**src/rtl/mycpu_pkg.sv**
```systemverilog
// Shared execute-unit types: opcodes, FSM states, flag bit positions.
// EU_DIV_EN (optional) turns on the iterative divider in eu_seq.
package mycpu_pkg;

  localparam int EU_ITER = 16;

  localparam int FLG_Z = 3;
  localparam int FLG_N = 2;
  localparam int FLG_C = 1;
  localparam int FLG_V = 0;

  typedef enum logic [3:0] {
    OP_ADD  = 4'd0,
    OP_SUB  = 4'd1,
    OP_AND  = 4'd2,
    OP_OR   = 4'd3,
    OP_XOR  = 4'd4,
    OP_NOT  = 4'd5,
    OP_SHL  = 4'd6,
    OP_SHR  = 4'd7,
    OP_SRA  = 4'd8,
    OP_PASS = 4'd9,
    OP_MUL  = 4'd10,
    OP_DIV  = 4'd11
  } eu_op_t;

  typedef enum logic [1:0] {
    IDLE = 2'd0,
    MUL  = 2'd1,
    DIV  = 2'd2
  } eu_state_t;

  function automatic logic [3:0] pack_flags(
    input logic z,
    input logic n,
    input logic c,
    input logic v
  );
    logic [3:0] f;
    f = '0;
    f[FLG_Z] = z;
    f[FLG_N] = n;
    f[FLG_C] = c;
    f[FLG_V] = v;
    return f;
  endfunction

endpackage

```
**src/rtl/eu_alu_comb.sv**
```systemverilog
// Single-cycle ALU datapath and flag generation for the execute unit.
// Purely combinational; legal=0 for anything it cannot finish in one cycle.
module eu_alu_comb
  import mycpu_pkg::*;
#(
  parameter int DW = 16
) (
  input  logic [3:0]    op,
  input  logic [DW-1:0] a,
  input  logic [DW-1:0] b,
  output logic [DW-1:0] res,
  output logic [3:0]    flags,
  output logic          legal
);

  logic [DW:0] sum;
  logic [3:0]  sh;
  logic        c;
  logic        v;

  always_comb begin
    sh    = b[3:0];
    sum   = '0;
    res   = '0;
    c     = 1'b0;
    v     = 1'b0;
    legal = 1'b1;
    unique case (op)
      OP_ADD: begin
        sum = {1'b0, a} + {1'b0, b};
        res = sum[DW-1:0];
        c   = sum[DW];
        v   = (a[DW-1] == b[DW-1]) && (res[DW-1] != a[DW-1]);
      end
      OP_SUB: begin
        // top bit of the widened difference is the borrow
        sum = {1'b0, a} - {1'b0, b};
        res = sum[DW-1:0];
        c   = sum[DW];
        v   = (a[DW-1] != b[DW-1]) && (res[DW-1] != a[DW-1]);
      end
      OP_AND:  res = a & b;
      OP_OR:   res = a | b;
      OP_XOR:  res = a ^ b;
      OP_NOT:  res = ~a;
      OP_SHL:  res = a << sh;
      OP_SHR:  res = a >> sh;
      OP_SRA:  res = DW'($signed(a) >>> sh);
      OP_PASS: res = b;
      default: legal = 1'b0;
    endcase
    flags = pack_flags(~|res, res[DW-1], c, v);
  end

endmodule

```
**src/rtl/eu_seq.sv**
```systemverilog
// Multi-cycle execute unit: ALU ops in 1 cycle, shift-add MUL in 16 steps.
// Define EU_DIV_EN to add 16-step restoring DIV (op 11); else op 11 is illegal.
module eu_seq
  import mycpu_pkg::*;
#(
  parameter int DW   = 16,
  parameter int ITER = EU_ITER
) (
  input  logic          clk,
  input  logic          rst_n,
  input  logic          start_in,
  input  logic [3:0]    op_in,
  input  logic [DW-1:0] a_in,
  input  logic [DW-1:0] b_in,
  output logic [DW-1:0] d_out,
  output logic          rw_out,
  output logic          done_out,
  output logic          busy_out,
  output logic [3:0]    flags_out
);

  eu_state_t     state_q, state_d;
  logic [3:0]    cnt_q, cnt_d;
  logic [DW-1:0] a_q, a_d;
  logic [DW-1:0] hi_q, hi_d;
  logic [DW-1:0] lo_q, lo_d;
  logic [DW-1:0] d_d;
  logic [3:0]    flg_d;
  logic          rw_d, done_d;

  logic [DW-1:0] alu_res;
  logic [3:0]    alu_flg;
  logic          alu_legal;

  eu_alu_comb #(.DW(DW)) u_alu (
    .op    (op_in),
    .a     (a_in),
    .b     (b_in),
    .res   (alu_res),
    .flags (alu_flg),
    .legal (alu_legal)
  );

  // {hi,lo} holds the partial product, multiplier starts in lo
  logic [DW:0]   m_sum;
  logic [DW-1:0] m_hi, m_lo;
  logic          last;

  assign m_sum = {1'b0, hi_q} + (lo_q[0] ? {1'b0, a_q} : '0);
  assign m_hi  = m_sum[DW:1];
  assign m_lo  = {m_sum[0], lo_q[DW-1:1]};
  assign last  = (cnt_q == 4'(ITER - 1));

`ifdef EU_DIV_EN
  // hi is the running remainder, lo shifts dividend out and quotient in
  logic [DW:0]   v_sh, v_dif;
  logic          v_ge;
  logic [DW-1:0] v_rem, v_quo;

  assign v_sh  = {hi_q, lo_q[DW-1]};
  assign v_dif = v_sh - {1'b0, a_q};
  assign v_ge  = (v_sh >= {1'b0, a_q});
  assign v_rem = v_ge ? v_dif[DW-1:0] : v_sh[DW-1:0];
  assign v_quo = {lo_q[DW-2:0], v_ge};
`endif

  always_comb begin
    state_d = state_q;
    cnt_d   = cnt_q;
    a_d     = a_q;
    hi_d    = hi_q;
    lo_d    = lo_q;
    d_d     = d_out;
    flg_d   = flags_out;
    rw_d    = 1'b0;
    done_d  = 1'b0;
    unique case (state_q)
      IDLE: begin
        if (start_in) begin
          unique case (1'b1)
            (op_in == OP_MUL): begin
              state_d = MUL;
              cnt_d   = '0;
              a_d     = a_in;
              hi_d    = '0;
              lo_d    = b_in;
            end
`ifdef EU_DIV_EN
            (op_in == OP_DIV): begin
              state_d = DIV;
              cnt_d   = '0;
              a_d     = b_in;
              hi_d    = '0;
              lo_d    = a_in;
            end
`endif
            default: begin
              done_d = 1'b1;
              if (alu_legal) begin
                rw_d  = 1'b1;
                d_d   = alu_res;
                flg_d = alu_flg;
              end
            end
          endcase
        end
      end
      MUL: begin
        cnt_d = cnt_q + 4'd1;
        hi_d  = m_hi;
        lo_d  = m_lo;
        if (last) begin
          state_d = IDLE;
          done_d  = 1'b1;
          rw_d    = 1'b1;
          d_d     = m_lo;
          flg_d   = pack_flags(~|m_lo, m_lo[DW-1], |m_hi, 1'b0);
        end
      end
`ifdef EU_DIV_EN
      DIV: begin
        cnt_d = cnt_q + 4'd1;
        hi_d  = v_rem;
        lo_d  = v_quo;
        if (last) begin
          state_d = IDLE;
          done_d  = 1'b1;
          rw_d    = 1'b1;
          if (a_q == '0) begin
            d_d   = '1;
            flg_d = pack_flags(1'b0, 1'b1, 1'b0, 1'b1);
          end else begin
            d_d   = v_quo;
            flg_d = pack_flags(~|v_quo, v_quo[DW-1], |v_rem, 1'b0);
          end
        end
      end
`endif
      default: state_d = IDLE;
    endcase
  end

  always_ff @(posedge clk) begin
    if (!rst_n) begin
      state_q   <= IDLE;
      cnt_q     <= '0;
      a_q       <= '0;
      hi_q      <= '0;
      lo_q      <= '0;
      d_out     <= '0;
      flags_out <= '0;
      rw_out    <= 1'b0;
      done_out  <= 1'b0;
    end else begin
      state_q   <= state_d;
      cnt_q     <= cnt_d;
      a_q       <= a_d;
      hi_q      <= hi_d;
      lo_q      <= lo_d;
      d_out     <= d_d;
      flags_out <= flg_d;
      rw_out    <= rw_d;
      done_out  <= done_d;
    end
  end

  assign busy_out = (state_q != IDLE);

endmodule
```
**config.mk**
```make
export PLATFORM = sky130hd
export DESIGN_NAME = eu_seq
export DESIGN_NICKNAME = d
export VERILOG_FILES = /design/src/rtl/mycpu_pkg.sv /design/src/rtl/eu_alu_comb.sv /design/src/rtl/eu_seq.sv
export SDC_FILE = /design/constraint.sdc
export NUM_CORES = 1
export LEC_CHECK = 0
export ABC_CLOCK_PERIOD_IN_PS = 4700
export BUFFER_PORTS_ARGS = -buffer_cell sky130_fd_sc_hd__buf_2
export CAP_MARGIN = 10
export CORE_MARGIN = 8
export CORE_UTILIZATION = 60
export CTS_CLUSTER_DIAMETER = 40
export DETAILED_ROUTE_END_ITERATION = 8
export GPL_TIMING_DRIVEN = 1
export PLACE_DENSITY = 0.79
export SYNTH_ARGS = -nofsm -noshare
export SYNTH_HDL_FRONTEND = slang
export SYNTH_SLANG_ARGS = --single-unit
```
**constraint.sdc**
```tcl
create_clock -name clk -period 4.7 [get_ports clk]
set_input_delay 0.94 -clock clk [delete_from_list [all_inputs] [get_ports clk]]
set_output_delay 0.94 -clock clk [all_outputs]
set_load 0.03 [all_outputs]
```
==> summary.md <==
| Metric | Value |
|---|---|
| Setup WS pre-CTS | 0.437 ns |
| Vias in the first global route | 8606 |
| Syn avg cell area | 7.45 µm² |
| Dpl hpwl | 22.0 mm |
| DRT Pass-1 Iters | 8 |
| Final Core Density | 65.9% |
| Total CTS buffers | 9 |
| Cells after Synth | 1128 |
| Failing checks | design-rule violations |
| Hold Fails Final Rpt | 0 |
| Status | finished, violations left |
| # resized after CTS | 0 |
| R2r startpoint | lo_q[0] |
| Port bufs | 61 |
| Syn Std Cell Area | 8400 µm² |
| Clk_skew | 0.00634 ns |
| R2R Setup Slk | 0.75 ns |
| Seq. cell area | 1480 µm² |
| Yosys warns | 0 |
| Post-CTS Hold Buffers | 0 |
| Critical path's slowest cell | a2111o_1 |
| Layout Area Growth over Synthesis | 7.98% |
| CP required | 4.94 ns |
| Sequential area share after synthesis | 17.6% |
| Die H | 134 µm |
| Drt drc | 2 |
| CTS Sinks | 74 |
| FILL cells | 1264 |
| RSZ-0062 raised after global routing | no |
| Antenna Nets Post-Route | 0 |
| Max stage delay on crit path | 0.46 ns |
| Number of nets in the layout | 1249 |
| Fmax | 245 MHz |
| Post-synth top cells | 115 x nor2_1, 106 x nand2_1, 74 x dfxtp_1 |
| Mux cell area share after synthesis | 9.28% |
| Worst Path Buf+Inv | 3 |
| Post-Syn Nets | 1241 |
| Die area | 18000 µm² |
| WP depth | 14 |
| Layout cell share with drive strength beyond 1 | 13.4% |
| Clk root buf | clkbuf_16 |
| Critical path's top delay family | compound AO/OA/AOI/OAI gates |
| GRT Overall Usage | 32.5% |
| Period utilization | 86.8% |
| Setup bufs post-CTS | 0 |
| Slew Limit Fails | 0 |
| Yosys top cell by area | dfxtp_1 |
| IO Pins | 62 |
| CTS tree | yes |
| Initial core utilization | 61.0% |
| Wire per inst | 22.4 µm |
| Reg clk slew, reported paths | 0.06 ns |
| Initial antenna violation count | 1 |
| Final setup fails | 0 |
| Initial drt markers | 1334 |
| Multi-input combinational cell area | 6300 µm² |
| Worst-Margin Slew | 0.868 ns |
| Clk_lat worst skew | 0.34 ns |
| Hold Slack | 0.449 ns |
| HP Class | register to register |
| Tmin final | 4.08 ns |
| Crit-path max FO | 7 |
| Synth cell types | 86 |
| Top post-synthesis cells by area | dfxtp_1 18%, ha_1 11%, nor2_1 5.1%, nand2_1 4.7%, a21oi_1 4.3% |
| Crit path launch | a_in[0] |
| Critical Path Start Type | input port |
| Die X | 134 µm |
| Setup crit end kind | register |
| Ys async rst share | 0% |
| Reg2reg end | flags_out[1] |
| Final GP Congestion | 1.05 |
| Vias/cell | 6.87 |
| Worst slew margin | 42.0% |
| Primary FF master, synth | dfxtp_1 |
| Compound-Gate Fraction of Synth Area | 30.5% |
| CP Class | input port to register |
| Flops & latches, synth | 74 |
| Num rows | 43 |
| VDD IR max | 256 µV |
| Diode count | 0 |
| CP arrival | 4.31 ns |
| Largest net degree at the start of global routing | 68 |
| Power Density | 230 nW/µm² |
| Core area | 13800 µm² |
| Number of synthesized flops with an enable pin | 0 |
| First-pass GRT wire length | 47.2 mm |
| Synthesized-area fraction occupied by adder cells | 11.3% |
| Synth Area in Simple Gates | 21.5% |
| Vias | 9065 |
| Remaining Overflow, GRT | 0 |
| CP Cell Sequence | buf_2 > inv_1 > ha_1 > inv_1 > fa_1 > nor2b_1 > o21ai_0 > nand3_1 > a2111o_1 > a31oi_1 > o21ai_0 > a41oi_1 > o211ai_1 > o41ai_2 |
| Setup tns final | 0 ns |
| Max Cap Viol | 0 |
| Top-area cell type share of the netlist area | 17.6% |
| Clk buf depth | 2 |
| Final WL | 29.6 mm |
| Cells on worst reg2reg path | 13 |
| Largest family of logic cells by synthesized area | compound AO/OA/AOI/OAI gates |
| Count leader, synth | nor2_1 |
| CP endpoint | flags_out[3] |
| XOR/XNOR Fraction of Synth Area | 2.29% |
| H-tree lvl count | 3 |
| Leak | 3.78 nW |
| PnR worst setup slack | 0.621 ns |
==> area by class of cell <==
class	count	area share [%]
timing repair buffer	86	5.43
sequential	74	16.3
clock buffer	9	2.48
inverter	67	2.77
tap	180	2.48
clock inverter	6	1.01
multi-input combinational	898	69.5
==> stage by stage <==
step	total power [mW]	instance area, µm²	std cells
final	2.09	9070	1320
after global routing	2.18	9070	1320
after CTS	2.07	9070	1320
after detailed placement	1.34	8750	1305
after global placement	1.34	8750	1305
after floorplan	1.14	8400	1128
==> flip-flops by register name, summed over array words and instances (netlist names) <==
register   cells
d_out         15
a_q           16
state_q        1
cnt_q          4
rw_out         1
done_out       1
hi_q          16
lo_q          16
flags_out      4
==> cells in the final DEF (no fill, tap or decap), types with 18 or more instances in the layout <==
cell      count
o21ai_0      64
nand3_1      22
nor3_1       19
mux2i_1      25
a22oi_1      34
ha_1         71
mux2_2       19
inv_1        64
nor2_1      115
o211ai_1     33
buf_2        61
buf_4        25
a21oi_1      73
dfxtp_1      73
nand2_1     106
nor2b_1      18
==> worst min-delay path by stage <==
stage	cells after the start	end	slack, ns	start
CTS	2	a_q[14]	0.45	a_q[14]
global placement	2	a_q[13]	0.44	a_q[13]
finish	2	a_q[14]	0.45	a_q[14]
detailed placement	2	a_q[14]	0.44	a_q[14]
global route	2	a_q[14]	0.47	a_q[14]
floorplan	2	a_q[0]	0.43	a_q[0]
==> cells by family after synthesis <==
logic type,count (synthesis)
simple gates,373
compound gates,371
buf+inv,156
fa+ha+maj,74
flops,74
mux,58
xor+xnor,22
==> routing by layer <==
layer	wire, µm	track usage, %	part of all wire, %	vias to the layer above
li1	-	-	-	4196
met1	12400	43.8	42	4242
met2	12800	48.3	43	535
met3	3020	6.10	10	90
met4	1400	16.6	4.7	2
met5	12	0	0.041	-
==> where the power goes <==
group          total [mW]  internal (mW)  switching (mW)
clock network       0.731          0.464           0.267
logic               0.692          0.243           0.449
registers           0.663          0.648          0.0154
==> worst register-to-register path, delay by kind of cell, from the launching register on <==
family	cells	cell delay (ns)
adder cells (fa/ha/maj)	2	0.59
AND/OR/NAND/NOR	4	1.27
buffers and inverters	1	0.06
XOR/XNOR	1	0.12
flip-flops	1	0.55
AO/OA/AOI/OAI	5	1.24
Power figures use the tool's default switching activity.
